===== config.mk =====
export PLATFORM = sky130hd
export DESIGN_NAME = s400_lamp_monitor_flat
export DESIGN_NICKNAME = d
export VERILOG_FILES = /design/src/rtl/s400_lamp_monitor_if.sv /design/src/rtl/s400_lamp_monitor.sv /design/src/flat_wrapper.sv
export SDC_FILE = /design/constraint.sdc
export NUM_CORES = 1
export LEC_CHECK = 0
export ABC_AREA = 1
export CAP_MARGIN = 10
export CORE_AREA = 10 10 96 98
export CTS_BUF_LIST = sky130_fd_sc_hd__clkbuf_8
export CTS_CLUSTER_DIAMETER = 30
export DETAILED_ROUTE_END_ITERATION = 7
export DIE_AREA = 0 0 106 108
export DONT_BUFFER_PORTS = 1
export PLACE_DENSITY = 0.5
export SYNTH_ARGS = -nofsm -noshare
export SYNTH_HDL_FRONTEND = slang
export SYNTH_SLANG_ARGS = --single-unit

===== constraint.sdc =====
create_clock -name CK -period 4.8 [get_ports CK]
set_input_delay 0.96 -clock CK [delete_from_list [all_inputs] [get_ports CK]]
set_output_delay 0.96 -clock CK [all_outputs]
set_load 0.02 [all_outputs]

===== src/rtl/s400_lamp_monitor_if.sv =====
// Lamp bus between the s400 controller, the safety monitor and the lamp drivers.
// The controller side drives the requests; the monitor drives the lamp outputs and status.
interface s400_lamp_monitor_if;
  logic       GRN1, YLW1, RED1;
  logic       GRN2, YLW2, RED2;
  logic       LGRN1, LYLW1, LRED1;
  logic       LGRN2, LYLW2, LRED2;
  logic       FAULT;
  logic [2:0] FAULT_CODE;
  logic       FLASH;

  modport master (
    output GRN1, YLW1, RED1, GRN2, YLW2, RED2,
    input  LGRN1, LYLW1, LRED1, LGRN2, LYLW2, LRED2, FAULT, FAULT_CODE, FLASH
  );

  modport slave (
    input  GRN1, YLW1, RED1, GRN2, YLW2, RED2,
    output LGRN1, LYLW1, LRED1, LGRN2, LYLW2, LRED2, FAULT, FAULT_CODE, FLASH
  );
endinterface


===== src/rtl/s400_lamp_monitor.sv =====
// Safety stage between the s400 controller and the lamp drivers.
// Forwards the six lamp requests one cycle late, and on a conflicting green,
// a head dark/invalid too long, a skipped yellow or a stuck controller it
// latches a fault code and flashes both reds until CLR.
module s400_lamp_monitor #(
  parameter int STARTUP    = 4,
  parameter int DARK_TOL   = 2,
  parameter int WDOG_W     = 16,
  parameter int WDOG_MAX   = 60000,
  parameter int FLASH_HALF = 8,
  parameter bit SEQ_CHK    = 1'b1
) (
  input logic                CK,
  input logic                CLR,
  s400_lamp_monitor_if.slave lamp
);

  localparam int SCW = $clog2(STARTUP) + 1;
  localparam int DCW = $clog2(DARK_TOL) + 1;
  localparam int FCW = $clog2(FLASH_HALF) + 1;
  localparam logic [5:0] ALL_RED = 6'b001001;

  typedef enum logic [1:0] {ST_START, ST_MON, ST_FLASH} state_t;
  // Last one-hot state seen on a head; H_NONE until one has been seen.
  typedef enum logic [1:0] {H_NONE, H_GRN, H_YLW, H_RED} head_t;

  function automatic head_t head_of(input logic [2:0] h);
    head_t r;
    case (h)
      3'b100:  r = H_GRN;
      3'b010:  r = H_YLW;
      3'b001:  r = H_RED;
      default: r = H_NONE;
    endcase
    return r;
  endfunction

  // {GRN1,YLW1,RED1,GRN2,YLW2,RED2}
  logic [5:0] in_v;
  assign in_v = {lamp.GRN1, lamp.YLW1, lamp.RED1, lamp.GRN2, lamp.YLW2, lamp.RED2};

  state_t            state_q, state_d;
  logic [SCW-1:0]    st_cnt_q, st_cnt_d;
  logic [DCW-1:0]    dark1_q, dark1_d, dark2_q, dark2_d;
  head_t             last1_q, last1_d, last2_q, last2_d;
  logic [5:0]        prev_q, prev_d;
  logic [WDOG_W-1:0] wdog_q, wdog_d;
  logic [FCW-1:0]    fl_cnt_q, fl_cnt_d;
  logic [5:0]        lamp_q, lamp_d;
  logic              fault_q, fault_d;
  logic [2:0]        code_q, code_d;

  head_t      cur1, cur2;
  logic       chk_conf, chk_d1, chk_d2, chk_skip, chk_wd, same;
  logic [2:0] code_sel;

  // Violation checks on the live inputs; lowest code wins.
  always_comb begin
    cur1     = head_of(in_v[5:3]);
    cur2     = head_of(in_v[2:0]);
    same     = (in_v == prev_q);
    chk_conf = (in_v[5] | in_v[4]) & (in_v[2] | in_v[1]);
    chk_d1   = (cur1 == H_NONE) && (dark1_q >= DCW'(DARK_TOL - 1));
    chk_d2   = (cur2 == H_NONE) && (dark2_q >= DCW'(DARK_TOL - 1));
    chk_skip = SEQ_CHK && (((last1_q == H_GRN) && (cur1 == H_RED)) ||
                           ((last2_q == H_GRN) && (cur2 == H_RED)));
    chk_wd   = same && (wdog_q >= WDOG_W'(WDOG_MAX - 1));
    if (chk_conf)      code_sel = 3'd1;
    else if (chk_d1)   code_sel = 3'd2;
    else if (chk_d2)   code_sel = 3'd3;
    else if (chk_skip) code_sel = 3'd4;
    else if (chk_wd)   code_sel = 3'd5;
    else               code_sel = 3'd0;
  end

  // Next-state and registered-output logic for START / MONITOR / FLASH.
  always_comb begin
    state_d  = state_q;
    st_cnt_d = st_cnt_q;
    dark1_d  = dark1_q;
    dark2_d  = dark2_q;
    last1_d  = last1_q;
    last2_d  = last2_q;
    prev_d   = prev_q;
    wdog_d   = wdog_q;
    fl_cnt_d = fl_cnt_q;
    lamp_d   = lamp_q;
    fault_d  = fault_q;
    code_d   = code_q;
    case (state_q)
      ST_START: begin
        lamp_d = ALL_RED;
        if (st_cnt_q == SCW'(STARTUP - 1)) begin
          // Seed history so the first monitored cycle compares against this one.
          state_d = ST_MON;
          prev_d  = in_v;
          wdog_d  = '0;
          last1_d = cur1;
          last2_d = cur2;
          dark1_d = '0;
          dark2_d = '0;
        end else begin
          st_cnt_d = st_cnt_q + 1'b1;
        end
      end
      ST_MON: begin
        if (code_sel != 3'd0) begin
          // The offending pattern is replaced by the first flash-on frame.
          state_d  = ST_FLASH;
          fault_d  = 1'b1;
          code_d   = code_sel;
          lamp_d   = ALL_RED;
          fl_cnt_d = '0;
        end else begin
          lamp_d  = in_v;
          prev_d  = in_v;
          dark1_d = (cur1 == H_NONE) ? dark1_q + 1'b1 : '0;
          dark2_d = (cur2 == H_NONE) ? dark2_q + 1'b1 : '0;
          if (cur1 != H_NONE) last1_d = cur1;
          if (cur2 != H_NONE) last2_d = cur2;
          if (!same)                wdog_d = '0;
          else if (wdog_q != '1)    wdog_d = wdog_q + 1'b1;
        end
      end
      ST_FLASH: begin
        if (fl_cnt_q == FCW'(FLASH_HALF - 1)) begin
          fl_cnt_d = '0;
          lamp_d   = {2'b00, ~lamp_q[3], 2'b00, ~lamp_q[0]};
        end else begin
          fl_cnt_d = fl_cnt_q + 1'b1;
        end
      end
      default: state_d = ST_START;
    endcase
  end

  // State register with synchronous reset to steady all-red START.
  always_ff @(posedge CK) begin
    if (CLR) begin
      state_q  <= ST_START;
      st_cnt_q <= '0;
      dark1_q  <= '0;
      dark2_q  <= '0;
      last1_q  <= H_NONE;
      last2_q  <= H_NONE;
      prev_q   <= '0;
      wdog_q   <= '0;
      fl_cnt_q <= '0;
      lamp_q   <= ALL_RED;
      fault_q  <= 1'b0;
      code_q   <= 3'd0;
    end else begin
      state_q  <= state_d;
      st_cnt_q <= st_cnt_d;
      dark1_q  <= dark1_d;
      dark2_q  <= dark2_d;
      last1_q  <= last1_d;
      last2_q  <= last2_d;
      prev_q   <= prev_d;
      wdog_q   <= wdog_d;
      fl_cnt_q <= fl_cnt_d;
      lamp_q   <= lamp_d;
      fault_q  <= fault_d;
      code_q   <= code_d;
    end
  end

  assign lamp.LGRN1      = lamp_q[5];
  assign lamp.LYLW1      = lamp_q[4];
  assign lamp.LRED1      = lamp_q[3];
  assign lamp.LGRN2      = lamp_q[2];
  assign lamp.LYLW2      = lamp_q[1];
  assign lamp.LRED2      = lamp_q[0];
  // FAULT and FLASH come from one flop so they can never disagree.
  assign lamp.FAULT      = fault_q;
  assign lamp.FLASH      = fault_q;
  assign lamp.FAULT_CODE = code_q;

endmodule


===== src/flat_wrapper.sv =====
// flat-port wrapper written by rule: the top's interface ports become plain ports
module s400_lamp_monitor_flat 
#(
  parameter int STARTUP    = 4,
  parameter int DARK_TOL   = 2,
  parameter int WDOG_W     = 16,
  parameter int WDOG_MAX   = 60000,
  parameter int FLASH_HALF = 8,
  parameter bit SEQ_CHK    = 1'b1
)
  (CK, CLR, lamp_GRN1, lamp_YLW1, lamp_RED1, lamp_GRN2, lamp_YLW2, lamp_RED2, lamp_LGRN1, lamp_LYLW1, lamp_LRED1, lamp_LGRN2, lamp_LYLW2, lamp_LRED2, lamp_FAULT, lamp_FAULT_CODE, lamp_FLASH);
  s400_lamp_monitor_if lamp_i ();
  input logic CK;
  input logic CLR;
  input wire logic [$bits(lamp_i.GRN1)-1:0] lamp_GRN1;
  input wire logic [$bits(lamp_i.YLW1)-1:0] lamp_YLW1;
  input wire logic [$bits(lamp_i.RED1)-1:0] lamp_RED1;
  input wire logic [$bits(lamp_i.GRN2)-1:0] lamp_GRN2;
  input wire logic [$bits(lamp_i.YLW2)-1:0] lamp_YLW2;
  input wire logic [$bits(lamp_i.RED2)-1:0] lamp_RED2;
  output wire logic [$bits(lamp_i.LGRN1)-1:0] lamp_LGRN1;
  output wire logic [$bits(lamp_i.LYLW1)-1:0] lamp_LYLW1;
  output wire logic [$bits(lamp_i.LRED1)-1:0] lamp_LRED1;
  output wire logic [$bits(lamp_i.LGRN2)-1:0] lamp_LGRN2;
  output wire logic [$bits(lamp_i.LYLW2)-1:0] lamp_LYLW2;
  output wire logic [$bits(lamp_i.LRED2)-1:0] lamp_LRED2;
  output wire logic [$bits(lamp_i.FAULT)-1:0] lamp_FAULT;
  output wire logic [$bits(lamp_i.FAULT_CODE)-1:0] lamp_FAULT_CODE;
  output wire logic [$bits(lamp_i.FLASH)-1:0] lamp_FLASH;
  assign lamp_i.GRN1 = lamp_GRN1;
  assign lamp_i.YLW1 = lamp_YLW1;
  assign lamp_i.RED1 = lamp_RED1;
  assign lamp_i.GRN2 = lamp_GRN2;
  assign lamp_i.YLW2 = lamp_YLW2;
  assign lamp_i.RED2 = lamp_RED2;
  assign lamp_LGRN1 = lamp_i.LGRN1;
  assign lamp_LYLW1 = lamp_i.LYLW1;
  assign lamp_LRED1 = lamp_i.LRED1;
  assign lamp_LGRN2 = lamp_i.LGRN2;
  assign lamp_LYLW2 = lamp_i.LYLW2;
  assign lamp_LRED2 = lamp_i.LRED2;
  assign lamp_FAULT = lamp_i.FAULT;
  assign lamp_FAULT_CODE = lamp_i.FAULT_CODE;
  assign lamp_FLASH = lamp_i.FLASH;
  s400_lamp_monitor #(.STARTUP(STARTUP), .DARK_TOL(DARK_TOL), .WDOG_W(WDOG_W), .WDOG_MAX(WDOG_MAX), .FLASH_HALF(FLASH_HALF), .SEQ_CHK(SEQ_CHK)) u_core (.CK(CK), .CLR(CLR), .lamp(lamp_i));
endmodule

==> impl_metrics.env <==
export IMPL_grt_max_degree=35
export IMPL_std_cell_rows=32
export IMPL_cts_tree="built"
export IMPL_post_synth_num_cell_types=32
export IMPL_grt_ovfl_total=0
export IMPL_fin_setup_tns_ns=0
export IMPL_number_of_flops_mapped_to_enable_cells_by_yosys=0
export IMPL_fin_util_pct=40.2
export IMPL_hold_path_startpoint="u_core.last1_q[1]$_SDFFE_PP0P_"
export IMPL_hpwlAfterDp_um=4980
export IMPL_n_antenna_cell=0
export IMPL_clock_sinks=49
export IMPL_floorplan_core_area_sq_um=7450
export IMPL_maxCapViolCount=0
export IMPL_vias_per_cell=5.07
export IMPL_die_area_sq_um=11400
export IMPL_worst_hold_check_path_type="flip-flop to flip-flop"
export IMPL_initial_util_pct=38.5
export IMPL_port_buffer_count=0
export IMPL_drive_gt1_share_pct=8.94
export IMPL_timing_final_crit_share_pct=54.9
export IMPL_critical_path_cell_chain="inv_2 -> nand3_1 -> nand3b_2 -> nand2_2 -> nor2_4 -> nand3_4 -> nand2_4 -> nand2_2 -> o21ai_0 -> nor2_1"
export IMPL_syn_area_per_cell_sq_um=6.77
export IMPL_status="complete, no violations"
export IMPL_syn_num_nets=442
export IMPL_clk_insertion_delay_late_ns=0.30
export IMPL_nFillCells=860
export IMPL_setup_repair_after_global_routing_missed_its_margin="no"
export IMPL_reg2reg_launch_point="u_core.state_q[1]$_SDFFE_PP0P_"
export IMPL_ff_latch_area_sq_um=981
export IMPL_power_ir_vdd_worst_mv=0.300
export IMPL_most_common_cell_after_layout_fill_and_taps_aside="nand2_1"
export IMPL_finalWirelength_um=7110
export IMPL_num_io_pins=19
export IMPL_worst_endpoint_required_ns=5.00
export IMPL_gp_routability_congestion=0.824
export IMPL_cts_root_buffer_cell="clkbuf_8"
export IMPL_drt_wirelength_per_cell_um=13.8
export IMPL_final_hold_violation_count=0
export IMPL_post_cts_buffers=0
export IMPL_synth_cell_area_sq_um=2870
export IMPL_grt_util_all_layers_pct=12.7
export IMPL_die_x_um=106
export IMPL_leakage_nw=1.17
export IMPL_cts_buffers_inserted=5
export IMPL_dr_first_iter_drc_count=155
export IMPL_pwr_density_cell_nw_per_um2=539
export IMPL_maxSlewViolCount=0
export IMPL_seq_area_frac_synth_pct=34.2
export IMPL_cp_slowest_stage_delay_ns=0.47
export IMPL_commonest_non_fill_non_tap_cells_in_the_layout="nand2_1 (81), nor2_1 (49), dfxtp_1 (49)"
export IMPL_ctsResizeCount=0
export IMPL_route_antenna_remaining_nets=0
export IMPL_synth_cells=424
export IMPL_worst_hold_path_endpoint="u_core.last1_q[1]$_SDFFE_PP0P_"
export IMPL_ctsHtreeMaxLevel=2
export IMPL_worst_r2r_setup_slack_ns=2.17
export IMPL_fmax_mhz=380
export IMPL_hold_path_depth=2
export IMPL_crit_arrival_ns=2.83
export IMPL_finalNonFillerCells=516
export IMPL_slowest_stage="nand2_2"
export IMPL_maxSlewHeadroom_pct=42.6
export IMPL_postCtsHoldBufs=0
export IMPL_area_of_combinational_cells_with_multiple_inputs_sq_um=1600
export IMPL_detail_route_first_pass_iterations=5
export IMPL_final_net_count=432
export IMPL_yosys_register_bits=49
export IMPL_critical_path_reg2reg_endpoint="u_core.dark1_q[1]$_SDFFE_PP0P_"
export IMPL_area_growth_pct=4.32
export IMPL_fin_skew_ns=0.00353
export IMPL_grt_antenna_before_repair=0
export IMPL_worstMarginPinSlew_ns=0.859
export IMPL_grt_pass1_vias=2484
export IMPL_path_class="input pin to flip-flop"
export IMPL_synth_top_flop_cell="dfxtp_1"
export IMPL_rr_worst_depth=8
export IMPL_die_height_um=108
export IMPL_placed_cells_incl_taps=509
export IMPL_clkTransAtPathRegs_ns=0.09
export IMPL_vias=2618
export IMPL_timing_final_crit_period_ns=2.63
export IMPL_post_route_drc_count=0
export IMPL_cp_max_fo=34
export IMPL_synth_async_sr_flop_share_pct=0
export IMPL_ctsLongestPathBuffers=2
export IMPL_grt_pass1_wl_um=12000
export IMPL_setup_violations_final=0
export IMPL_timing_critical_path_mode_cell="nand2_2"
export IMPL_worst_setup_path_start_kind="input pin"
export IMPL_yosys_warnings=0
export IMPL_timing_critical_path_to_type="flip-flop"
## cells in the mapped netlist (2+ instances only)
library cell | instances | area, sq um
a21oi_1 | 39 | 195
a21oi_2 | 9 | 78.8
buf_2 | 5 | 25.0
buf_4 | 2 | 15.0
clkbuf_1 | 9 | 33.8
dfxtp_1 | 49 | 981
ha_1 | 10 | 125
inv_1 | 44 | 165
inv_2 | 5 | 18.8
nand2_1 | 81 | 304
nand2_2 | 6 | 37.5
nand3_1 | 42 | 210
nand4_1 | 12 | 75.1
nor2_1 | 49 | 184
nor2_4 | 2 | 22.5
nor3_1 | 8 | 40.0
nor3b_1 | 2 | 15.0
o21a_1 | 2 | 15.0
o21ai_0 | 30 | 150
xnor2_1 | 2 | 17.5
xor2_1 | 5 | 43.8
## per-stage QoR
stage / cell area (sq um) / hold WS [ns] / setup WS (ns) / total power [mW]
floorplan: 2870 / 0.434 / 2.61 / 1.26
global placement: 2900 / 0.454 / 1.87 / 1.36
detailed placement: 2900 / 0.454 / 1.83 / 1.37
CTS: 2990 / 0.468 / 2.13 / 1.63
global route: 2990 / 0.504 / 1.85 / 1.77
finish: 2990 / 0.466 / 2.17 / 1.61
## logic make-up after synthesis
logic type,count (synthesis),synth area share [%]
AOI/OAI and AO/OA,84,16.3
xor gates and xnor gates,7,2.14
adders and majority gates,10,4.36
buffers and inverters,67,10.1
DFF,49,34.2
and+or+nand+nor,207,32.9
## how the worst max path moves through the flow
stage,depth (start not counted),start,slack [ns],endpoint
3_3_place_gp,10,lamp_YLW2,1.87,u_core.wdog_q[3]$_SDFFE_PP0P_
2_1_floorplan,12,lamp_YLW2,2.61,u_core.prev_q[0]$_SDFFE_PP0P_
3_5_place_dp,10,lamp_YLW2,1.83,u_core.dark1_q[1]$_SDFFE_PP0P_
6_report,10,lamp_YLW2,2.17,u_core.dark1_q[1]$_SDFFE_PP0P_
4_1_cts,8,u_core.state_q[1]$_SDFFE_PP0P_,2.13,u_core.wdog_q[8]$_SDFFE_PP0P_
5_1_grt,8,u_core.state_q[1]$_SDFFE_PP0P_,1.85,u_core.wdog_q[0]$_SDFFE_PP0P_
## registers in the layout, indices dropped and copies added (netlist names)
| register | cells |
|---|---|
| u_core.lamp_q | 6 |
| u_core.fl_cnt_q | 4 |
| u_core.wdog_q | 16 |
| u_core.dark1_q | 2 |
| u_core.last1_q | 2 |
| u_core.st_cnt_q | 3 |
| u_core.state_q | 2 |
| u_core.lamp.FAULT | 1 |
| u_core.last2_q | 2 |
| u_core.prev_q | 6 |
| u_core.lamp.FAULT_CODE | 3 |
| u_core.dark2_q | 2 |
## power by group
part / switching [mW] / internal [mW] / leakage (nW) / total (mW)
logic: 0.488 / 0.243 / 0.730 / 0.730
clock network: 0.144 / 0.114 / 0.0433 / 0.258
registers: 0.107 / 0.518 / 0.400 / 0.625
## critical path, delay by kind of cell
kind | cells | cell delay [ns]
AND/OR/NAND/NOR | 8 | 1.48
AO/OA/AOI/OAI | 1 | 0.31
buffers and inverters | 1 | 0.06
## metal layers
layer,wire length [um],GRT usage [%],vias up
li1,-,-,1374
met1,3360,16.2,1193
met5,0,0,-
met2,3310,20.8,45
met4,62,3.48,0
met3,380,3.45,6
## final cells by class
type,instances,share of cell area (%)
multi-input combinational,308,53.6
sequential,49,32.8
tap,102,4.26
clock inverter,1,0.251
clock buffer,6,2.76
inverter,49,6.14
timing repair buffer,1,0.251
(Power assumes the default switching activity.)
